`src/rtl/nn_parameters.sv`:
```
// Shared classifier-output parameters and types.
// Used by softmax_decision and decision_stability_filter.
package nn_parameters;

    localparam int NN_OUT_SIZE   = 4;
    localparam int NN_PROB_W     = 16;
    localparam int NN_STABLE_CNT = 3;
    localparam int NN_ID_W       = $clog2(NN_OUT_SIZE + 1);

    localparam logic [NN_PROB_W-1:0] NN_CONF_THRESH = 16'h4000;
    localparam logic [NN_PROB_W-1:0] NN_MARGIN      = 16'h1000;

    localparam logic [NN_ID_W-1:0] NO_CLASS = NN_ID_W'(NN_OUT_SIZE);

    typedef logic [NN_PROB_W-1:0] prob_t;

    typedef enum logic [1:0] {
        S_IDLE,
        S_SCAN,
        S_DECIDE,
        S_OUT
    } state_t;

endpackage

```
`src/rtl/decision_stability_filter.sv`:
```
// Consecutive-decision stability filter.
// Tracks last accepted id and a saturating repeat counter.
module decision_stability_filter
    import nn_parameters::*;
#(
    parameter int ID_W       = NN_ID_W,
    parameter int STABLE_CNT = NN_STABLE_CNT,
    parameter logic [ID_W-1:0] NOCLS = ID_W'(NN_OUT_SIZE)
) (
    input  logic            clk,
    input  logic            rst,
    input  logic            i_en,
    input  logic            i_reject,
    input  logic [ID_W-1:0] i_id,
    output logic            o_stable
);

    localparam logic [3:0] L_STABLE = 4'(STABLE_CNT);

    logic [3:0]      r_cnt;
    logic [ID_W-1:0] r_last;
    logic            r_stable;
    logic [3:0]      w_cnt;
    logic [ID_W-1:0] w_last;

    // Next counter and last-id values for this decision.
    always_comb begin
        w_cnt  = r_cnt;
        w_last = i_reject ? NOCLS : i_id;
        if (i_reject) begin
            w_cnt = 4'd0;
        end else if (i_id == r_last) begin
            if (r_cnt < L_STABLE) begin
                w_cnt = r_cnt + 4'd1;
            end
        end else begin
            w_cnt = 4'd1;
        end
    end

    // Commit filter state once per decision.
    always_ff @(posedge clk) begin
        if (rst) begin
            r_cnt    <= 4'd0;
            r_last   <= NOCLS;
            r_stable <= 1'b0;
        end else if (i_en) begin
            r_cnt    <= w_cnt;
            r_last   <= w_last;
            r_stable <= (w_cnt >= L_STABLE);
        end
    end

    assign o_stable = r_stable;

endmodule

```
`src/rtl/softmax_decision.sv`:
```
// Serial arg-max, threshold and stability over a softmax vector.
// Optional runner-up margin check: SOFTMAX_DECISION_MARGIN_EN.
module softmax_decision
    import nn_parameters::*;
#(
    parameter int N_CLASSES = NN_OUT_SIZE,
    parameter int PROB_W    = NN_PROB_W,
    parameter logic [PROB_W-1:0] CONF_THRESH = NN_CONF_THRESH,
    parameter int STABLE_CNT = NN_STABLE_CNT,
`ifdef SOFTMAX_DECISION_MARGIN_EN
    parameter logic [PROB_W-1:0] MARGIN = NN_MARGIN,
`endif
    parameter int ID_W = $clog2(N_CLASSES + 1)
) (
    input  logic                               clk,
    input  logic                               rst,
    input  logic                               prob_valid,
    output logic                               prob_ready,
    input  logic [N_CLASSES-1:0][PROB_W-1:0]   probabilities,
    output logic                               class_valid,
    input  logic                               class_ready,
    output logic [ID_W-1:0]                    class_id,
    output logic [PROB_W-1:0]                  class_conf,
    output logic                               class_reject,
    output logic                               class_stable
);

    localparam int IDX_W = (N_CLASSES > 1) ? $clog2(N_CLASSES) : 1;
    localparam logic [ID_W-1:0]  L_NO_CLASS = ID_W'(N_CLASSES);
    localparam logic [IDX_W-1:0] L_LAST     = IDX_W'(N_CLASSES - 1);

    state_t r_state;
    state_t w_next;

    logic [N_CLASSES-1:0][PROB_W-1:0] r_vec;
    logic [IDX_W-1:0]  r_idx;
    logic [PROB_W-1:0] r_best;
    logic [ID_W-1:0]   r_best_id;
    logic              r_valid;
    logic [ID_W-1:0]   r_id;
    logic [PROB_W-1:0] r_conf;
    logic              r_reject;
`ifdef SOFTMAX_DECISION_MARGIN_EN
    logic [PROB_W-1:0] r_second;
`endif

    logic [PROB_W-1:0] w_entry;
    logic              w_reject;
    logic              w_decide;

    assign w_entry  = r_vec[r_idx];
    assign w_decide = (r_state == S_DECIDE);

`ifdef SOFTMAX_DECISION_MARGIN_EN
    assign w_reject = (r_best < CONF_THRESH) ||
                      ((r_best - r_second) < MARGIN);
`else
    assign w_reject = (r_best < CONF_THRESH);
`endif

    // State register.
    always_ff @(posedge clk) begin
        if (rst) r_state <= S_IDLE;
        else     r_state <= w_next;
    end

    // Next-state logic.
    always_comb begin
        w_next = r_state;
        unique case (r_state)
            S_IDLE:   if (prob_valid) w_next = S_SCAN;
            S_SCAN:   if (r_idx == L_LAST) w_next = S_DECIDE;
            S_DECIDE: w_next = S_OUT;
            S_OUT:    if (class_ready) w_next = S_IDLE;
            default:  w_next = S_IDLE;
        endcase
    end

    // Capture, serial arg-max scan and output registers.
    always_ff @(posedge clk) begin
        if (rst) begin
            r_vec     <= '0;
            r_idx     <= '0;
            r_best    <= '0;
            r_best_id <= '0;
            r_valid   <= 1'b0;
            r_id      <= '0;
            r_conf    <= '0;
            r_reject  <= 1'b0;
`ifdef SOFTMAX_DECISION_MARGIN_EN
            r_second  <= '0;
`endif
        end else begin
            unique case (r_state)
                S_IDLE: begin
                    if (prob_valid) begin
                        r_vec     <= probabilities;
                        r_idx     <= '0;
                        r_best    <= '0;
                        r_best_id <= '0;
`ifdef SOFTMAX_DECISION_MARGIN_EN
                        r_second  <= '0;
`endif
                    end
                end
                S_SCAN: begin
                    r_idx <= r_idx + 1'b1;
                    if (w_entry > r_best) begin
                        r_best    <= w_entry;
                        r_best_id <= ID_W'(r_idx);
`ifdef SOFTMAX_DECISION_MARGIN_EN
                        r_second  <= r_best;
                    end else if (w_entry > r_second) begin
                        r_second  <= w_entry;
`endif
                    end
                end
                S_DECIDE: begin
                    r_valid  <= 1'b1;
                    r_id     <= w_reject ? L_NO_CLASS : r_best_id;
                    r_conf   <= r_best;
                    r_reject <= w_reject;
                end
                S_OUT: begin
                    if (class_ready) r_valid <= 1'b0;
                end
                default: ;
            endcase
        end
    end

    decision_stability_filter #(
        .ID_W       (ID_W),
        .STABLE_CNT (STABLE_CNT),
        .NOCLS      (L_NO_CLASS)
    ) u_stab (
        .clk      (clk),
        .rst      (rst),
        .i_en     (w_decide),
        .i_reject (w_reject),
        .i_id     (r_best_id),
        .o_stable (class_stable)
    );

    assign prob_ready   = (r_state == S_IDLE);
    assign class_valid  = r_valid;
    assign class_id     = r_id;
    assign class_conf   = r_conf;
    assign class_reject = r_reject;

endmodule

```
`config.mk`:
```
export PLATFORM = sky130hd
export DESIGN_NAME = softmax_decision
export DESIGN_NICKNAME = d
export VERILOG_FILES = /design/src/rtl/nn_parameters.sv /design/src/rtl/decision_stability_filter.sv /design/src/rtl/softmax_decision.sv
export SDC_FILE = /design/constraint.sdc
export NUM_CORES = 1
export LEC_CHECK = 0
export CORE_UTILIZATION = 52
export DETAILED_ROUTE_END_ITERATION = 6
export PLACE_DENSITY = 0.8
export SYNTH_ARGS = -nofsm -noshare
export SYNTH_HDL_FRONTEND = slang
export SYNTH_SLANG_ARGS = --single-unit
```
`constraint.sdc`:
```
create_clock -name clk -period 3.9 [get_ports clk]
set_clock_uncertainty 0.05 [all_clocks]
set_input_delay 0.78 -clock clk [delete_from_list [all_inputs] [get_ports clk]]
set_output_delay 0.78 -clock clk [all_outputs]
set_load 0.01 [all_outputs]
```
==> results.md <==
- The initial antenna violation count was 0.
- The estimated wirelength of the detail-placed design is about 7600 µm.
- Yosys instantiated no cell more often than nand2_1.
- The top-area cell type share of the netlist area is 0.4674.
- The die outline area is 9613 µm².
- Yosys attributes the largest share of cell area to dfxtp_1 47%, nand2_1 11%, a21oi_1 8.2%.
- Clock-pin slew was measured on the worst setup and hold paths at 100 ps.
- The number of DRC markers in iteration 0 is roughly 220.
- STA classifies the critical path startpoint as a register.
- The number of input and output port buffers inserted is 90.
- The netlist uses 41 different library cells.
- The initial utilization of the core area, before any placement, comes to 0.5448.
- At the pin with the least slew margin, the transition time is 1102 ps.
- The global-route total usage across every layer is 0.2272.
- The H-tree generated during clock tree synthesis spans 3 levels.
- For this design the static power due to leakage is 0.002168 µW.
- The I/O pin count is 91.
- The pin count of the biggest net entering global routing is 93.
- The post-synthesis instance area is 4797 µm².
- The setup slack of the most critical reg-to-reg path is around 600 ps.
- On the final layout, the worst hold slack is approximately 410 ps.
- The setup-violating endpoint count in the final report is 0.
- After technology mapping, the gate count stands at about 530.
- The max-slew violation total from the final report is 0.
- In the finished design, the share of the clock period the worst path needs comes to 0.8454.
- The floorplan step set the die width to a little under 100 µm.
- The detailed-route wire length is 10270 µm.
- Setup total negative slack on the finished layout was measured at 0 ps.
- The filler cells instantiated in the layout total a little under 700.
- The number of detailed-routing iterations run before antenna repair is 6.
- The via count of the first global-routing pass came to approximately 3700.
- The number of nets in the layout is 693.
- The checks that failed: DRC.
- The floorplan has 34 rows.
- The number of cells in the finished layout apart from fillers is approximately 720.
- The start point of the critical path is r_idx[0].
- The endpoint arrival time on the critical path is 3560 ps.
- The repair_antennas step left the layout with diodes totalling 0.
- The placeable core region is 8806 µm².
- The number of synthesis warnings is 0.
- Dividing the detail-routed wire length by the instance count gives approximately 14 µm.
- The power density over the cells is about 560 nW/µm².
- The tightest slew margin relative to the limit is 0.2627.
- The total count of hold-check failures in the final report is 0.
- Measured in cells, the most critical reg-to-reg path has a length of 9.
- The total via count after detailed routing is 3903.
- The startpoint of the worst register-to-register path is r_idx[0].
- The part of the Yosys area used for sequential elements is 0.4674.
- In the synthesized netlist the async set-or-reset flop fraction comes to 0.
- The total of flip-flops plus latches after synthesis is approximately 110.
- The clock net sink count is 112.
- Setup repair after global routing left no endpoint under its margin.
- The library cell occupying the most area in the post-synthesis netlist is dfxtp_1.
- The net count of the mapped netlist is 622.
- STA puts the critical path data required time at 4160 ps.
- The worst-case IR drop observed on VDD is 0.2242 mV.
- The floorplan step set the die height to 98.05 µm.
- Buffers added to address setup during post-CTS repair amount to 0.
- In this run, post-CTS repair resized a total of 0 instances.
- In the final layout, the share of cells above drive strength 1 is 0.07566.
- The overflow left after global routing is 0.
- The final critical-path required period is 3297 ps.
- Following the worst setup path forward leads to its endpoint at r_best[13].
- The number of buffers inserted during clock tree synthesis is 9.
- The category of the worst setup path capture point is a register.
- The post-detailed-route DRC marker count is 4.
- Dividing the synthesized area by the synthesized cell count gives 9.017 µm².
- The TritonCTS clock tree is done.
- Yosys mapped a number of flops with a built-in enable equal to 0.
- The flip-flop cell with the highest count after synthesis is dfxtp_1.
- The number of buffers inserted by hold repair at cts is 0.
- The maximum fanout count along the critical path is 20.
- The class of the worst hold path is reg2reg.
- The reported max-cap violation count is 0.
- Once placement completed, the tool counted placed cells totaling 700.
- Once detail routing completed, the nets flagged for antenna violations numbered 0.
- For this run, the top clock speed supported by timing is slightly above 300 MHz.
- Relative to the synthesized area, the layout overhead comes to 22.40%.
- The placer's final routability congestion estimate is 0.8608.
- Ranked by instance count, the synthesized netlist is headed by 140 x nand2_1, 112 x dfxtp_1, 79 x a21oi_1.
- The source-to-sink clock delay at the later pin of the worst-skew pair is 380 ps.
- The longest clock path from root to sink contains 2 buffers.
- The global-route wire length before repair is 17540 µm.
- In this run the critical register-to-register path is captured at r_best[13].
- The flow ran to the end, but the final reports show violations.
- The classification of the worst setup path is reg2reg.
- The cell sitting at the root of the clock tree is a clkbuf_8.
- The average via count per standard cell is roughly 5.5.
-- critical path, cell delays in order, from the launching register on --
cell and delay, ps:
dfxtp_1 320, buf_4 310, mux4_2 570, ha_1 320, nand4_1 160, nor4_2 80
a21boi_1 130, a211o_2 340, o22ai_2 680, a22o_1 270
-- flip-flops by register name, indices dropped and copies added (netlist names) --
register,flops
class_conf,16
r_vec,64
class_id,3
r_best,16
r_best_id,2
u_stab.o_stable,1
r_state,2
u_stab.r_cnt,4
u_stab.r_last,1
class_valid,1
r_idx,2
-- metal layers --
metal / vias up / wire (µm) / global-route usage
met3: 7 / 592 / 0.04152
li1: 1953 / - / -
met1: 1836 / 4854 / 0.3175
met5: - / 0 / 0
met2: 107 / 4765 / 0.3575
met4: 0 / 58 / 0.07226
-- layout make-up --
| class | instances | area [µm²] | share of cell area |
|---|---|---|---|
| inverters | 22 | 82.58 | 0.01406 |
| well taps | 108 | 135.1 | 0.02301 |
| clock inverters | 6 | 50.05 | 0.008523 |
| flip-flops and latches | 112 | 2242 | 0.3818 |
| multi-input cells | 362 | 2293 | 0.3906 |
| repair buffers | 96 | 940.9 | 0.1602 |
| clock buffers | 10 | 127.6 | 0.02173 |
-- where the power goes --
group | switching (µW) | internal [µW] | leakage [µW] | total, µW
Combinational | 718 | 526 | 0.00117 | 1240
Clock | 393 | 242 | 0.0000892 | 635
Sequential | 113 | 1320 | 0.000913 | 1430
-- stage by stage --
stage | worst slack, ps | instance area, µm² | util | total power [µW]
detailed placement | 668.8 | 5694 | 0.6466 | 2688
global placement | 799.2 | 5694 | 0.6466 | 2637
global route | 434.0 | 5872 | 0.6668 | 3529
CTS | 634.3 | 5872 | 0.6668 | 3314
finish | 603.1 | 5872 | 0.6668 | 3309
floorplan | 775.5 | 4797 | - | 2368
-- kinds of logic (layout without fill, tap and decap cells) --
logic type                 after synthesis  after routing  share of synthesized area
buffers and inverters                   58            134                    0.05529
xor gates and xnor gates                 2              2                   0.003652
adders and majority gates               22             22                    0.05738
muxes                                   33             33                     0.1106
and+or+nand+nor                        185            185                     0.1547
DFF                                    112            112                     0.4674
AOI/OAI and AO/OA                      120            120                     0.1510
-- layout by cell type (no fill, tap or decap), types with 2 or more instances in the layout --
master	Yosys	final
a21oi_1	79	79
o21ai_1	3	3
and2_1	3	2
o211ai_1	2	2
clkdlybuf4s50_1	0	89
mux4_2	16	16
inv_1	21	21
buf_4	3	6
inv_6	0	2
nand2_1	140	139
a211oi_1	3	3
a22o_1	18	18
nor3_1	2	2
nand2b_1	2	2
dfxtp_1	112	112
ha_1	22	22
o21ai_0	4	4
nand3_1	5	5
mux2i_1	17	17
xor2_1	2	2
nor2_1	28	28
clkbuf_8	0	9
-- worst min path at each step --
stage	startpoint	end	slack (ps)	cells after the start
floorplan	r_vec[27]	r_vec[27]	380	2
global placement	r_vec[25]	r_vec[25]	390	2
detailed placement	r_vec[52]	r_vec[52]	400	2
CTS	r_vec[13]	r_vec[13]	410	2
global route	r_vec[7]	r_vec[7]	420	2
finish	r_vec[13]	r_vec[13]	410	2
No activity file was read; power rests on OpenSTA's default activity.
